`src/rtl/spislave_pkg.sv`:
```
// Shared constants and helpers for the SPI slave.
package spislave_pkg;
  localparam int DATA_W_DEFAULT = 8;
  localparam int SYNC_STAGES    = 2;

  // Bit counter width for a DATA_W-bit frame; never narrower than one bit.
  function automatic int cnt_width(input int data_w);
    return (data_w > 1) ? $clog2(data_w) : 1;
  endfunction
endpackage

```
`src/rtl/spislave_sync.sv`:
```
// Multi-flop synchronizer for one asynchronous input, plus rise/fall detection
// on the synchronized value.
module spislave_sync
  import spislave_pkg::*;
#(
  parameter logic RST_VAL = 1'b0
) (
  input  logic i_clk,
  input  logic i_rst,
  input  logic i_async,
  output logic o_sync,
  output logic o_rise,
  output logic o_fall
);
  logic [SYNC_STAGES-1:0] r_sync;
  logic                   r_prev;

  always_ff @(posedge i_clk or posedge i_rst) begin
    if (i_rst) begin
      r_sync <= {SYNC_STAGES{RST_VAL}};
      r_prev <= RST_VAL;
    end else begin
      r_sync <= {r_sync[SYNC_STAGES-2:0], i_async};
      r_prev <= r_sync[SYNC_STAGES-1];
    end
  end

  assign o_sync = r_sync[SYNC_STAGES-1];
  assign o_rise = o_sync & ~r_prev;
  assign o_fall = ~o_sync & r_prev;
endmodule

```
`src/rtl/spislave.sv`:
```
// SPI slave (sck idle low, MSB first, master samples on sck fall), fully
// clocked by clk; sck/ss/sdi are oversampled through synchronizers.
module spislave
  import spislave_pkg::*;
#(
  parameter int DATA_W = DATA_W_DEFAULT
) (
  input  logic              clk,
  input  logic              rst,
  input  logic              sck,
  input  logic              sdi,
  output logic              sdo,
  input  logic              ss,
  input  logic [DATA_W-1:0] data_i,
  output logic [DATA_W-1:0] data_o,
  input  logic              ld,
  output logic              rdy
);
  localparam int CNT_W = cnt_width(DATA_W);
  localparam logic [CNT_W-1:0] LAST_BIT = CNT_W'(DATA_W - 1);

  logic w_sck_rise, w_sck_fall;
  logic w_ss_sync, w_ss_rise;
  logic w_sdi_sync;
  logic w_shift, w_last;
  logic [DATA_W-1:0] w_sr_next;

  logic [DATA_W-1:0] r_sr;
  logic [DATA_W-1:0] r_data;
  logic [CNT_W-1:0]  r_cnt;
  logic              r_sdo;
  logic              r_rdy_arm;
  logic              r_rdy;

  spislave_sync #(.RST_VAL(1'b0)) u_sync_sck (
    .i_clk(clk), .i_rst(rst), .i_async(sck),
    .o_sync(), .o_rise(w_sck_rise), .o_fall(w_sck_fall)
  );

  spislave_sync #(.RST_VAL(1'b1)) u_sync_ss (
    .i_clk(clk), .i_rst(rst), .i_async(ss),
    .o_sync(w_ss_sync), .o_rise(w_ss_rise), .o_fall()
  );

  spislave_sync #(.RST_VAL(1'b0)) u_sync_sdi (
    .i_clk(clk), .i_rst(rst), .i_async(sdi),
    .o_sync(w_sdi_sync), .o_rise(), .o_fall()
  );

  assign w_shift   = ~w_ss_sync & w_sck_fall;
  assign w_last    = w_shift & (r_cnt == LAST_BIT);
  assign w_sr_next = {r_sr[DATA_W-2:0], w_sdi_sync};

  // While selected, sck edges own sr; ld is only honoured between frames.
  always_ff @(posedge clk or posedge rst) begin
    if (rst) begin
      r_sr  <= '0;
      r_sdo <= 1'b0;
    end else if (!w_ss_sync) begin
      if (w_sck_fall) r_sr  <= w_sr_next;
      if (w_sck_rise) r_sdo <= r_sr[DATA_W-1];
    end else if (ld) begin
      r_sr <= data_i;
    end
  end

  always_ff @(posedge clk or posedge rst) begin
    if (rst) begin
      r_cnt     <= '0;
      r_data    <= '0;
      r_rdy_arm <= 1'b0;
      r_rdy     <= 1'b0;
    end else begin
      r_rdy_arm <= w_last;
      r_rdy     <= r_rdy_arm;
      if (w_ss_rise)    r_cnt <= '0;
      else if (w_shift) r_cnt <= w_last ? '0 : r_cnt + 1'b1;
      if (w_last)       r_data <= w_sr_next;
    end
  end

  assign sdo    = w_ss_sync ? 1'b0 : r_sdo;
  assign data_o = r_data;
  assign rdy    = r_rdy;
endmodule

```
`config.mk`:
```
export PLATFORM = sky130hd
export DESIGN_NAME = spislave
export DESIGN_NICKNAME = d
export VERILOG_FILES = /design/src/rtl/spislave_pkg.sv /design/src/rtl/spislave_sync.sv /design/src/rtl/spislave.sv
export SDC_FILE = /design/constraint.sdc
export NUM_CORES = 1
export LEC_CHECK = 0
export CAP_MARGIN = 0
export CORE_UTILIZATION = 40
export CTS_CLUSTER_DIAMETER = 40
export DETAILED_ROUTE_END_ITERATION = 12
export DONT_BUFFER_PORTS = 1
export PLACE_DENSITY_LB_ADDON = 0.2
export SYNTH_ARGS = -nofsm -noshare
export SYNTH_HDL_FRONTEND = slang
export SYNTH_HIERARCHICAL = 1
export SYNTH_SLANG_ARGS = --single-unit
```
`constraint.sdc`:
```
create_clock -name clk -period 1.95 [get_ports clk]
set_clock_uncertainty 0.15 [all_clocks]
set_input_delay 0.39 -clock clk [delete_from_list [all_inputs] [get_ports clk]]
set_output_delay 0.39 -clock clk [all_outputs]
set_load 0.005 [all_outputs]
```
==> run summary, run 1 <==
Outcome: finished clean
Placed cells: 123
Overflow after GRT: 0
CTS resizes: 0
Root Driver: clkbuf_4
WP data required: 1410 ps
Worst setup SP type: flip-flop
CTS Buf Count: 5
Core Area: 0.00278 mm2
Rows: 19
Final Critical Period: 1780 ps
Final std cells w/o fill: 135
Post-DR vias/cell: 5.18
CTS Sinks: 30
Most common cell after layout, fill and taps aside: dfrtp_1
Most frequent cells in the layout: 27 x dfrtp_1, 12 x inv_1, 10 x a21oi_1, 8 x mux2_2, 6 x o22ai_1
Antenna violations before repair: 0
Final worst-path cycle share: 0.912
Area Overhead vs Synth: 11.4%
CTS Hold Bufs: 4
First-pass GRT wire length: 3.32 mm
Hold Violations, Final: 0
Synth Instances: 92
Critical path type: reg -> out
Yosys Warn Count: 6
CP Data Arrival Time: 1240 ps
Largest net degree at the start of global routing: 23
Initial DRC Count: 9
Place WS: 284 ps
Worst-Margin Slew: 284 ps
# port buffers: 0
Slew HR: 0.811
RSZ-0062 raised after global routing: no
Maximum vdd ir drop: 0.483 mV
HP Class: in -> reg
Crit-path cells: and2b_2
Slew Limit Fails: 0
Max-cap viol count: 0
Routability cong.: 0.792
Net Count, Synth: 108
DRT Wirelength: 1.97 mm
Reg clk slew, reported paths: 100 ps
Htree depth: 2
Drt drc: 0
Max clock buf depth: 2
TNS Setup: 0 ps
Drt wl/cell: 14.6 um
Die area: 0.00318 mm2
Die height: 56.4 um
Crit-path leading delay family: flip-flops
Critical Path End Type: output port
Slowest-stage cell, CP: dfstp_2
DR vias: 699
Hold_ws: 85.7 ps
# setup viols final: 0
Inserted Diodes: 0
Cell area after synthesis: 0.00118 mm2
Routed Antenna Nets: 0
Final WS setup: 172 ps
Worst path bufs/invs: 0
CP max FO: 12
Starting density of the core: 0.426
Number of global-route vias before repair: 731
Fmax: 562 MHz
Setup bufs post-CTS: 0
Pre-antenna DRT Iters: 4
Io pins: 24
Pwr Density: 894 mW/mm2
All-Layer GR Usage: 0.144
Nets: 119
Post-Syn Area per Cell: 12.9 um2
Detailed Place HPWL: 1.41 mm
Die Width: 56.4 um
Clk_lat worst skew: 330 ps
Layout cells sized above 1: 0.269
CTS tree: done
Total Power: 1.18 mW
Leak pwr: 0.657 nW
Slowest stage delay, CP: 670 ps
Layout filler cell count: 263
-- report_power, final --
group | leakage (nW) | total [mW] | internal, mW | switching, mW
clock | 0.0343 | 0.386 | 0.173 | 0.213
combinational | 0.251 | 0.0942 | 0.0439 | 0.0503
sequential | 0.372 | 0.698 | 0.667 | 0.0307
-- per-layer routing --
layer  wire (um)  track usage
met5           0            0
met4          47       0.0732
met3         158       0.0829
met2         844        0.202
met1         920        0.176
-- through the flow --
stage	instance area, um2	utilization
floorplan	1180	-
global placement	1210	0.437
detailed placement	1210	0.437
CTS	1320	0.474
global route	1320	0.474
finish	1320	0.474
-- registers in the layout (all words and copies together), names as in the netlist, 2 cells and up --
signal,flops
data_o,8
r_cnt,3
u_sync_sck/r_sync,2
u_sync_sdi/r_sync,2
u_sync_ss/r_sync,2
r_sr,8
-- cell type report --
cell class	count	area (um2)	share of cell area
Sequential cell	30	754	0.572
Multi-Input combinational cell	48	362	0.274
Timing Repair Buffer	6	55.1	0.0417
Clock buffer	6	51.3	0.0389
Inverter	12	45.0	0.0342
Tap cell	31	38.8	0.0294
Clock inverter	2	12.5	0.00949
-- worst paths after layout --
check / startpoint / slack, ps / depth (start not counted) / end
worst max-delay path: u_sync_ss/r_sync[1]$_DFF_PP1_ / 170 / 1 / sdo
worst min-delay path: data_i[4] / 90 / 2 / r_sr[4]$_DFFE_PP0P_
worst max register to register: r_cnt[0]$_DFFE_PP0P_ / 270 / 4 / data_o[7]$_DFFE_PP0P_
worst min register to register: u_sync_sdi/r_sync[0]$_DFF_PP0_ / 210 / 0 / u_sync_sdi/r_sync[1]$_DFF_PP0_
max in group asynchronous: rst / 970 / 3 / r_sr[0]$_DFFE_PP0P_
min in group asynchronous: rst / 270 / 2 / u_sync_sdi/r_sync[0]$_DFF_PP0_
(Power assumes the default switching activity.)
==> inputs of run 2 (changes only) <==
CORE_UTILIZATION = 33   (was 40)
==> run summary, run 2 (synthesized netlist as in run 1, its figures left out) <==
Outcome: finished clean
Post-DR vias/cell: 4.69
Crit-path cells: and2b_2
Slowest stage delay, CP: 670 ps
Worst-Margin Slew: 282 ps
Core Area: 0.00339 mm2
Most frequent cells in the layout: 27 x dfrtp_1, 12 x inv_1, 10 x a21oi_1, 8 x mux2_2, 6 x o22ai_1
CTS resizes: 0
Nets: 120
Pre-antenna DRT Iters: 4
Hold Path Origin: data_i[3]
Setup bufs post-CTS: 0
Htree depth: 2
Final Critical Period: 1790 ps
Pwr Density: 841 mW/mm2
Max-cap viol count: 0
CTS tree: done
Hold Path End: r_sr[3]$_DFFE_PP0P_
CTS Sinks: 30
First-pass GRT wire length: 3.04 mm
RSZ-0062 raised after global routing: no
Inserted Diodes: 0
HP Class: in -> reg
Worst path bufs/invs: 0
Fmax: 560 MHz
Io pins: 24
TNS Setup: 0 ps
CTS Hold Bufs: 4
Overflow after GRT: 0
Routed Antenna Nets: 0
Reg clk slew, reported paths: 90 ps
Root Driver: clkbuf_4
Number of global-route vias before repair: 669
Initial DRC Count: 40
Antenna violations before repair: 0
WP data required: 1410 ps
CTS Buf Count: 5
Starting density of the core: 0.349
Rows: 21
Final worst-path cycle share: 0.916
Max clock buf depth: 2
DRT Wirelength: 1.91 mm
Die height: 61.9 um
Total Power: 1.11 mW
Area Overhead vs Synth: 12.1%
# port buffers: 0
CP max FO: 12
Place WS: 303 ps
Hold Violations, Final: 0
CP Data Arrival Time: 1250 ps
DR vias: 704
Routability cong.: 0.755
Clk_lat worst skew: 320 ps
Most common cell after layout, fill and taps aside: dfrtp_1
Slew HR: 0.812
Die Width: 61.9 um
Crit Reg-Reg Startpoint: u_sync_sck/r_sync[1]$_DFF_PP0_
Final WS setup: 164 ps
R2R Path End: r_sr[2]$_DFFE_PP0P_
Worst reg-to-reg path cell count: 5
Leak pwr: 0.653 nW
Crit-path leading delay family: flip-flops
Drt drc: 0
Worst setup SP type: flip-flop
Largest net degree at the start of global routing: 23
Drt wl/cell: 12.7 um
Layout cells sized above 1: 0.250
Maximum vdd ir drop: 0.403 mV
Slowest-stage cell, CP: dfstp_2
Internal reg-to-reg setup slack: 310 ps
Slew Limit Fails: 0
Detailed Place HPWL: 1.42 mm
All-Layer GR Usage: 0.121
# setup viols final: 0
Hold depth: 2
Critical Path End Type: output port
Critical path type: reg -> out
Die area: 0.00383 mm2
-- run 2: cell count changes in the layout (fill, tap and decap cells not counted) --
cell	change
buf_4	+1
clkbuf_1	+2
clkbuf_8	-1
clkinv_2	-1
clkinvlp_4	-1
-- run 2: worst max-delay path by stage --
stage                                         from               endpoint  slack, ps  cells past startpoint
floorplan                     r_cnt[0]$_DFFE_PP0P_  data_o[0]$_DFFE_PP0P_        430                      4
global placement              r_cnt[0]$_DFFE_PP0P_  data_o[1]$_DFFE_PP0P_        330                      4
detailed placement  u_sync_sck/r_sync[1]$_DFF_PP0_    r_sr[2]$_DFFE_PP0P_        300                      5
CTS                  u_sync_ss/r_sync[1]$_DFF_PP1_                    sdo        130                      1
global route         u_sync_ss/r_sync[1]$_DFF_PP1_                    sdo        110                      1
finish               u_sync_ss/r_sync[1]$_DFF_PP1_                    sdo        160                      1
-- run 2: power breakdown --
group          internal, mW  switching, mW  total, mW
combinational        0.0460         0.0502     0.0963
clock                 0.136          0.186      0.322
sequential            0.667         0.0297      0.697
-- run 2: area by class of cell --
| cell class | instances | area (um2) |
|---|---|---|
| clock buffer | 7 | 45.0 |
| fill | 332 | 2060 |
| inverter | 12 | 45.0 |
| multi-input combinational | 48 | 362 |
| sequential | 30 | 754 |
| tap | 46 | 57.6 |
| timing repair buffer | 7 | 62.6 |
-- run 2: routing by layer --
layer	up-vias	track usage	routed length, um
met5	-	0	0
met1	340	0.146	863
met2	25	0.163	854
li1	334	-	-
met4	0	0.0952	46
met3	5	0.0580	142
-- run 2: stage by stage --
step	cells	cell area [um2]	hold WS, ps	utilization
floorplan	92	1180	-18.8	-
global placement	139	1240	-11.0	0.366
detailed placement	139	1240	-8.97	0.366
CTS	150	1330	90.5	0.391
global route	150	1330	81.2	0.391
finish	150	1330	99.1	0.391
==> inputs of run 3 (changes only) <==
GPL_TIMING_DRIVEN = 0   (was unset)
PLACE_DENSITY_LB_ADDON = 0.15   (was 0.2)
==> run summary, run 3 (synthesized netlist as in run 1, its figures left out) <==
Post-layout util: 0.393
Htree depth: 2
# port buffers: 0
Antenna violations before repair: 0
Routability cong.: 0.719
Die area: 0.00383 mm2
Inserted Diodes: 0
RSZ-0062 raised after global routing: no
Slowest-stage cell, CP: dfstp_2
CTS tree: done
Detailed Place HPWL: 1.41 mm
Fmax: 564 MHz
Crit-path cells: buf_6 > and2b_2
Root Driver: clkbuf_4
Clk_lat worst skew: 320 ps
TNS Setup: 0 ps
Pwr Density: 851 mW/mm2
Routed Antenna Nets: 0
Maximum vdd ir drop: 0.455 mV
WP data required: 1410 ps
Area Overhead vs Synth: 12.6%
DR vias: 693
Io pins: 24
Setup bufs post-CTS: 0
Placed inst area: 0.00124 mm2
Pre-antenna DRT Iters: 4
Worst-Margin Slew: 836 ps
CP Data Arrival Time: 1230 ps
Slew Limit Fails: 0
CTS Buf Count: 5
DRT Wirelength: 1.96 mm
Max-cap viol count: 0
Slowest stage delay, CP: 550 ps
Most common cell after layout, fill and taps aside: dfrtp_1
Outcome: finished clean
Drt wl/cell: 13.0 um
CTS Sinks: 30
Core Area: 0.00339 mm2
Critical Path End Type: output port
Die Width: 61.9 um
Storage cell area: 754 um2
Hold_ws: 90.4 ps
Starting density of the core: 0.349
Placed cells: 138
Layout filler cell count: 329
Largest net degree at the start of global routing: 23
Nets: 119
Critical path type: reg -> out
# setup viols final: 0
Worst setup SP type: flip-flop
Initial DRC Count: 15
Final Critical Period: 1770 ps
First-pass GRT wire length: 3.22 mm
Post-DR vias/cell: 4.62
Number of global-route vias before repair: 699
HP Class: in -> reg
Internal reg-to-reg setup slack: 280 ps
Slew HR: 0.442
Drt drc: 0
Hold Violations, Final: 0
Final worst-path cycle share: 0.909
Final std cells w/o fill: 150
Multi-input logic area: 362 um2
Die height: 61.9 um
CP max FO: 10
Leak pwr: 0.658 nW
Layout cells sized above 1: 0.260
Max clock buf depth: 2
Reg clk slew, reported paths: 100 ps
Post-route cell area: 0.00133 mm2
Rows: 21
All-Layer GR Usage: 0.126
Overflow after GRT: 0
Most frequent cells in the layout: 27 x dfrtp_1, 12 x inv_1, 10 x a21oi_1, 8 x mux2_2, 6 x o22ai_1
run 3: critical path: cells and delay by family, from the launching register on:
family	cells	cell delay, ps
flip-flops	1	550
buffers and inverters	1	140
AND/OR/NAND/NOR	1	230
run 3: final timing paths:
path / from / to / depth (start not counted)
max: u_sync_ss/r_sync[1]$_DFF_PP1_ / sdo / 2
min: data_i[3] / r_sr[3]$_DFFE_PP0P_ / 2
max reg2reg: u_sync_sck/r_sync[1]$_DFF_PP0_ / r_sr[2]$_DFFE_PP0P_ / 4
min reg2reg: r_rdy_arm$_DFF_PP0_ / rdy$_DFF_PP0_ / 0
max in group asynchronous: rst / r_cnt[2]$_DFFE_PP0P_ / 2
min in group asynchronous: rst / u_sync_sdi/r_sync[1]$_DFF_PP0_ / 2
run 3: where the power goes:
group	internal (mW)	switching (mW)
registers	0.667	0.0272
logic	0.0441	0.0519
clock network	0.137	0.207
total	0.848	0.286
run 3: metal layers:
metal	wire length, um	track usage	vias up
li1	-	-	333
met1	931	0.158	335
met2	821	0.178	20
met3	155	0.0642	5
met4	48	0.0667	0
met5	0	0	-
run 3: final cells by class:
class / instances / area share
Buffer: 2 / 0.0169
Clock buffer: 6 / 0.0310
Sequential cell: 30 / 0.566
Timing Repair Buffer: 4 / 0.0300
Clock inverter: 2 / 0.00751
Inverter: 12 / 0.0338
Multi-Input combinational cell: 48 / 0.271
Tap cell: 46 / 0.0432
run 3: what timing repair did:
item,CTS,global route
hold buffers,4,0
gates resized for setup,0,0
endpoints found under the hold margin,23,0
setup endpoints to repair,0,0
run 3: metrics by stage:
stage,setup slack [ps],total power [mW]
floorplan,434,0.774
global placement,271,0.796
detailed placement,250,0.799
CTS,157,1.16
global route,119,1.21
finish,178,1.13
